File: src/rtl/fifo_arb_pkg.sv
// fifo_arb_pkg: state encoding, id width helper and counter width shared by the FIFO write arbiter
package fifo_arb_pkg;
    typedef enum logic {IDLE = 1'b0, BUSY = 1'b1} state_t;
    localparam int WCNT_W = 16;
    function automatic int id_w(input int n);
        return (n > 1) ? $clog2(n) : 1;
    endfunction
endpackage

File: src/rtl/fifo_wr_arbiter_rr_pick.sv
// rr_pick: combinational round-robin search starting at ptr+1, wrapping modulo N
module rr_pick
    import fifo_arb_pkg::*;
#(
    parameter int N  = 4,
    parameter int IW = id_w(N)
) (
    input  logic [N-1:0]  req,
    input  logic [IW-1:0] ptr,
    output logic [N-1:0]  onehot,
    output logic [IW-1:0] idx
);
    logic [IW-1:0] j;
    // Walk from the farthest offset down so the nearest candidate after ptr wins last
    always_comb begin
        onehot = '0;
        idx    = '0;
        j      = '0;
        for (int k = N; k >= 1; k--) begin
            j = ptr + IW'(k);
            if (req[j]) begin
                onehot    = '0;
                onehot[j] = 1'b1;
                idx       = j;
            end
        end
    end
endmodule

File: src/rtl/fifo_wr_arbiter.sv
// fifo_wr_arbiter: packet-granular round-robin arbiter feeding a FIFO write port, with stall timeout
module fifo_wr_arbiter
    import fifo_arb_pkg::*;
#(
    parameter int NREQ     = 4,
    parameter int DATASIZE = 8,
    parameter int IDLE_TO  = 15
) (
    input  logic                     wclk,
    input  logic                     wrst_n,
    input  logic [NREQ-1:0]          req_valid,
    input  logic [NREQ*DATASIZE-1:0] req_data,
    input  logic [NREQ-1:0]          req_last,
    output logic [NREQ-1:0]          req_ready,
    input  logic                     wfull,
    output logic                     winc,
    output logic [DATASIZE-1:0]      wdata,
    output logic [id_w(NREQ)-1:0]    gnt_id,
    output logic                     busy,
    output logic                     abort_err,
    output logic [WCNT_W-1:0]        wr_count
);
    localparam int IW = id_w(NREQ);
    localparam int TW = $clog2(IDLE_TO + 1);

    state_t               state, state_n;
    logic [IW-1:0]        rr_ptr, rr_ptr_n, gnt_n, pick_idx;
    logic [NREQ-1:0]      pick_oh;
    logic [TW-1:0]        stall_cnt, stall_n;
    logic                 abort_n;
    logic [DATASIZE-1:0]  sel_data, wdata_q;
    logic                 gnt_valid, gnt_last;

    rr_pick #(.N(NREQ), .IW(IW)) u_pick (
        .req    (req_valid),
        .ptr    (rr_ptr),
        .onehot (pick_oh),
        .idx    (pick_idx)
    );

    always_comb begin
        sel_data = '0;
        for (int i = 0; i < NREQ; i++)
            if (gnt_id == IW'(i)) sel_data = req_data[i*DATASIZE +: DATASIZE];
    end

    assign busy      = (state == BUSY);
    assign gnt_valid = req_valid[gnt_id];
    assign gnt_last  = req_last[gnt_id];
    assign winc      = busy && gnt_valid && !wfull;
    assign req_ready = (busy && !wfull) ? (NREQ'(1) << gnt_id) : '0;
    assign wdata     = busy ? sel_data : wdata_q;

    // wfull stalls freeze the counter; only an idle requester counts toward the timeout
    always_comb begin
        state_n  = state;
        gnt_n    = gnt_id;
        rr_ptr_n = rr_ptr;
        stall_n  = stall_cnt;
        abort_n  = abort_err;
        if (state == IDLE) begin
            stall_n = '0;
            if (|req_valid) begin
                state_n = BUSY;
                gnt_n   = pick_idx;
            end
        end else if (winc) begin
            stall_n = '0;
            if (gnt_last) begin
                state_n  = IDLE;
                rr_ptr_n = gnt_id;
            end
        end else if (!wfull) begin
            if (stall_cnt == TW'(IDLE_TO - 1)) begin
                state_n  = IDLE;
                rr_ptr_n = gnt_id;
                abort_n  = 1'b1;
                stall_n  = '0;
            end else begin
                stall_n = stall_cnt + TW'(1);
            end
        end
    end

    always_ff @(posedge wclk or negedge wrst_n) begin
        if (!wrst_n) begin
            state     <= IDLE;
            gnt_id    <= '0;
            rr_ptr    <= IW'(NREQ - 1);
            stall_cnt <= '0;
            abort_err <= 1'b0;
            wr_count  <= '0;
            wdata_q   <= '0;
        end else begin
            state     <= state_n;
            gnt_id    <= gnt_n;
            rr_ptr    <= rr_ptr_n;
            stall_cnt <= stall_n;
            abort_err <= abort_n;
            if (winc) wr_count <= wr_count + WCNT_W'(1);
            if (busy) wdata_q <= sel_data;
        end
    end
endmodule

File: config.mk
export PLATFORM = sky130hd
export DESIGN_NAME = fifo_wr_arbiter
export DESIGN_NICKNAME = d
export VERILOG_FILES = /design/src/rtl/fifo_arb_pkg.sv /design/src/rtl/fifo_wr_arbiter_rr_pick.sv /design/src/rtl/fifo_wr_arbiter.sv
export SDC_FILE = /design/constraint.sdc
export NUM_CORES = 1
export LEC_CHECK = 0
export BUFFER_PORTS_ARGS = -buffer_cell sky130_fd_sc_hd__buf_2
export CAP_MARGIN = 20
export CORE_AREA = 2 2 82 84
export DETAILED_ROUTE_END_ITERATION = 10
export DIE_AREA = 0 0 84 86
export GPL_TIMING_DRIVEN = 0
export SLEW_MARGIN = 20
export SYNTH_ARGS = -nofsm -noshare
export SYNTH_HDL_FRONTEND = slang
export SYNTH_SLANG_ARGS = --single-unit
export TNS_END_PERCENT = 10
File: constraint.sdc
create_clock -name wclk -period 4.5 [get_ports wclk]
set_input_delay 0.225 -clock wclk [delete_from_list [all_inputs] [get_ports wclk]]
set_output_delay 0.225 -clock wclk [all_outputs]
set_load 0.02 [all_outputs]
After elaboration in Yosys (flattened, before gate mapping)
Index checks and enable logic that the tools add are counted.
{ "word_totals": {"regBits": 34, "out_inout_bits": 33} }
{ "op_classes": {"add_sub_neg": 5, "order_cmp": 5, "n_eq_ne": 7, "shifts": 1, "muxes": 36, "bitwise": 3, "reduce_logical": 10} }
{ "ops": {"columns": ["operator", "n"], "rows": [
  ["$mux 8", 5],
  ["$mux 4", 5],
  ["$add 16x1->16 const B", 1],
  ["$mux 2", 8],
  ["$lt 2x3->1 const B", 5],
  ["$bmux 1 s2", 6],
  ["$mux 1", 12],
  ["$reduce_and 4->1", 2],
  ["$add 2x2->2 const B", 2],
  ["$add 4x1->4 const B", 1],
  ["$eq 2x2->1 const B", 2],
  ["$eq 4x4->1 const B", 1],
  ["$ne 2x1->1 const B", 2],
  ["$reduce_or 4->1", 1],
  ["$shl 1x2->4 const A", 1],
  ["$logic_and 1x1->1", 3],
  ["$ne 3x3->1 const B", 1],
  ["$not 1->1", 3],
  ["$add 2x1->2 const B", 1],
  ["$eq 2x1->1 const B", 1],
  ["$logic_not 2->1", 1],
  ["$reduce_and 2->1", 1],
  ["$reduce_bool 2->1", 1],
  ["$logic_not 1->1", 1]
]} }

Logic depth before layout (Yosys ltp)
{ "logic_depth": {"ltp_word": 6, "depth_mapped": 8} }

Cells and area by module
Synthesis repeated with hierarchy kept, for this count alone.
{ "unflattened": {"hier_cells": 212, "area_unflattened_um2": 2351.0} }
{ "modules_own_cells": {"columns": ["module", "n_inst", "cells_each", "area_per_inst_um2", "seq_area_each_um2"], "rows": [
  ["fifo_wr_arbiter", 1, 150, 1834.3, 853.3],
  ["rr_pick", 1, 62, 516.7, 0.0]
]} }

Worst setup path after synthesis
Ideal clock, no wire load.
{ "synth_path": {"path_type": "register -> output", "from": "reg gnt_id[0]", "to": "out wdata[3]", "arrival_ns": 1.829, "setup_slack_ns": 2.446, "stages_incl_launch_ff": 5, "n_path_buf": 2, "path_cell_list": "dfrtp_1 > buf_6 > clkbuf_1 > mux4_2 > mux2_2"} }
{ "synth_between": {"elab_chain_cells": 6, "elab_cells_between_ends": 9, "classes_between": "eq/ne (3); mux (5); reduce/logical (1)"} }
{ "synth_lines": {"columns": ["element", "line", "rtl"], "rows": [
  ["start, declared", "fifo_wr_arbiter.sv:18", "output logic [id_w(NREQ)-1:0] gnt_id,"],
  ["start signal, assigned", "fifo_wr_arbiter.sv:96", "gnt_id <= gnt_n;"],
  ["$logic_not 2->1", "fifo_wr_arbiter.sv:44", "if (gnt_id == IW'(i)) sel_data = req_data[i*DATASIZE +: DATASIZE];"],
  ["$mux 8 (3 in a row)", "fifo_wr_arbiter.sv:44", null],
  ["$mux 8 (*)", "fifo_wr_arbiter.sv:44", null],
  ["$mux 8 (*)", null, null],
  ["end, declared", "fifo_wr_arbiter.sv:17", "output logic [DATASIZE-1:0] wdata,"]
]} }
Every way passes the cells marked *; elsewhere a longest branch is shown, timed or not.

Final worst setup path
{ "layout_path": {"from": "reg gnt_id[0]", "to": "out wdata[6]"} }
Same word-level chain as after synthesis.

==> flow_summary.ini <==
[setup_path]
reg2reg_from = gnt_id[0]
arrival_ns = 2.34
cp-startpoint = gnt_id[0]
start_kind = register
slowest_delay_ns = 0.58
critical_path_class = register to primary output
crit_slowest_cell = mux4_2
cp-end-kind = primary output
cp_cell_sequence = buf_6 -> clkbuf_1 -> mux4_2 -> mux2_2 -> buf_2
required_ns = 4.28
critPathMaxFanout = 10

[cts]
cts_buffer_depth = 2
cts.hold.buffers_added = 0
clk_transition_reported_paths_ns = 0.06
cts-buffers-inserted = 5
cts_tree = built
post_cts_buffers = 0
cts_resized = 0
htreeDepth = 2
cts_sinks = 34
cts-root-buf = clkbuf_8
insertion_delay_ns = 0.28

[power]
peakVddDrop_v = 0.000240
p_leak_nw = 1.17
power.density_nw_per_um2 = 561

[timing]
slew_viol_final = 0
worst_pin_slew_ns = 0.772
timing.final.crit_share_pct = 57.0
fin_skew_ns = 0.00221
setup_tns_ns = 0
max-slew-margin-rel_pct = 48.5
timing.hold.ws_ns = 0.0128
finalSetupViolations = 0
max_freq_mhz = 390
rsz0062_at_grt = false
finalCriticalPeriod_ns = 2.57
hold_viol = 0

[global_route]
antenna_found_initial = 0
grt_pass1_vias = 1458
grt_usage_pct = 12.3
grt_pass1_wl_um = 7040
grt_max_degree = 35
overflow = 0

[routing]
vias = 1541
drt_iter0_drc = 66
routed_wl_um = 4300
route.detailed.wl_per_inst_um = 13.5
drt-vias-per-instance = 4.82
drc_errors = 0
drtAntennaViolNets = 0
first_pass_iters = 4

[place]
portBuffers = 74
dp_hpwl_um = 3160
gp_congestion = 0.800

[floorplanning]
core_um2 = 6280
num_rows = 29
die_area_um2 = 7220
die_x_um = 84
chipHeight_um = 86
ioPinCount = 76
start_util_pct = 29.6

[logic_synthesis]
postSynthCellCount = 162
synth-seq-cells = 34
yosysUniqueCellTypes = 35
synth_nets = 208
netlist_area_um2 = 1860
avgSynthCellArea_um2 = 11.5
yosys_warnings = 0
seq_area_frac_synth_pct = 45.9

[layout]
area_growth_pct = 29.2
insertedDiodeCount = 0
multi_input_area_um2 = 928
fillCellCount = 630
seq_area_um2 = 853
num-nets-final = 289
drive_above_1_share_pct = 42.4

[hold_path]
hold_class = primary input to asynchronous set/reset pin

[outcome]
outcome = completed

[job]
maxCapViolations = 0
==> flip-flops by register name (all words and copies together), names as in the netlist <==
register,count
busy,1
wr_count,16
stall_cnt,4
gnt_id,2
abort_err,1
wdata_q,8
rr_ptr,2
==> cell families after synthesis <==
family	count (synthesis)	share of synthesized area [%]
XOR/XNOR	15	7.07
buffers and inverters	16	4.11
adder cells (fa/ha/maj)	3	2.02
flip-flops	34	45.9
AND/OR/NAND/NOR	54	15.4
multiplexers	22	19.7
AO/OA/AOI/OAI	18	5.86
==> through the flow <==
stage	instances	utilization, %	instance area, um2	setup WS, ns	power, mW
after detailed placement	313	37.0	2320	2.22	1.15
after floorplan	162	-	1860	2.45	0.948
after global routing	320	38.3	2400	1.79	1.44
after CTS	320	38.3	2400	1.89	1.37
after global placement	313	37.0	2320	2.24	1.14
final	320	38.3	2400	1.93	1.35
==> layout make-up <==
type	count	area share [%]
well taps	77	4.01
multi-input cells	112	38.7
repair buffers	74	15.4
plain buffers	11	2.40
flip-flops and latches	34	35.5
clock buffers	7	3.18
inverters	5	0.782
==> cells in the mapped netlist <==
library cell / instances / share of area, %
nor2b_1: 1 / 0.34
nor3_1: 4 / 1.1
o22ai_1: 1 / 0.34
ha_1: 3 / 2.0
xnor2_1: 11 / 5.2
o21bai_1: 2 / 0.81
mux4_2: 8 / 9.7
a31oi_1: 1 / 0.34
nand2_1: 7 / 1.4
dfrtp_1: 32 / 43
and4_1: 1 / 0.47
nor2_1: 10 / 2.0
or4b_1: 1 / 0.54
nand3_1: 10 / 2.7
and2_1: 1 / 0.34
mux2i_1: 2 / 1.1
mux4_1: 2 / 2.8
inv_1: 5 / 1.0
dfstp_2: 2 / 2.8
nor4_1: 4 / 1.3
nand2b_1: 1 / 0.34
and3_1: 5 / 1.7
mux2_2: 10 / 6.1
a21oi_1: 8 / 2.2
o21ai_0: 3 / 0.81
nand4_1: 7 / 2.4
o21a_1: 1 / 0.40
buf_6: 2 / 1.2
o31ai_1: 1 / 0.40
clkbuf_1: 8 / 1.6
buf_2: 1 / 0.27
xor2_1: 4 / 1.9
o41a_1: 1 / 0.61
nand2_2: 1 / 0.34
nor3b_1: 1 / 0.40
==> where the power goes <==
part | switching [mW] | internal, mW
clock network | 0.104 | 0.106
logic | 0.378 | 0.294
registers | 0.0628 | 0.403
total | 0.544 | 0.803
==> placed cells by master (no fill, tap or decap), drive strengths merged <==
cell / synthesis / final
o31ai: 1 / 1
nand4: 7 / 7
nor2: 10 / 10
dfrtp: 32 / 32
dfstp: 2 / 2
a31oi: 1 / 1
xnor2: 11 / 11
buf: 3 / 77
inv: 5 / 5
nor4: 4 / 4
o41a: 1 / 1
and2: 1 / 1
mux4: 10 / 10
ha: 3 / 3
nand2: 8 / 8
and3: 5 / 5
o21a: 1 / 1
a21oi: 8 / 8
nand2b: 1 / 1
or4b: 1 / 1
mux2i: 2 / 2
nor3b: 1 / 1
nor2b: 1 / 1
o21bai: 2 / 2
clkbuf: 8 / 15
o21ai: 3 / 3
nor3: 4 / 4
and4: 1 / 1
nand3: 10 / 10
o22ai: 1 / 1
xor2: 4 / 4
mux2: 10 / 10
==> per-layer routing <==
metal / vias to the layer above / global-route usage, % / routed length [um]
met5: - / 0 / 0
met4: 0 / 5.28 / 67
met3: 9 / 3.27 / 268
met2: 52 / 19.7 / 2010
met1: 727 / 15.9 / 1960
li1: 753 / - / -
==> critical path: cells and delay by family, from the launching register on <==
kind,cells,cell delay [ns]
multiplexers,2,0.86
buffers and inverters,3,0.81
flip-flops,1,0.37
==> worst paths after layout <==
| kind | end | slack [ns] | depth (start not counted) |
|---|---|---|---|
| max | wdata[6] | 1.93 | 5 |
| min | wr_count[5] | 0.01 | 1 |
| max reg2reg | wdata_q[6] | 2.49 | 4 |
| min reg2reg | wr_count[15] | 0.46 | 1 |
| max in group asynchronous | wdata_q[4] | 4.00 | 1 |
| min in group wclk | gnt_id[1] | 0.28 | 3 |
No activity file was read; power rests on OpenSTA's default activity.
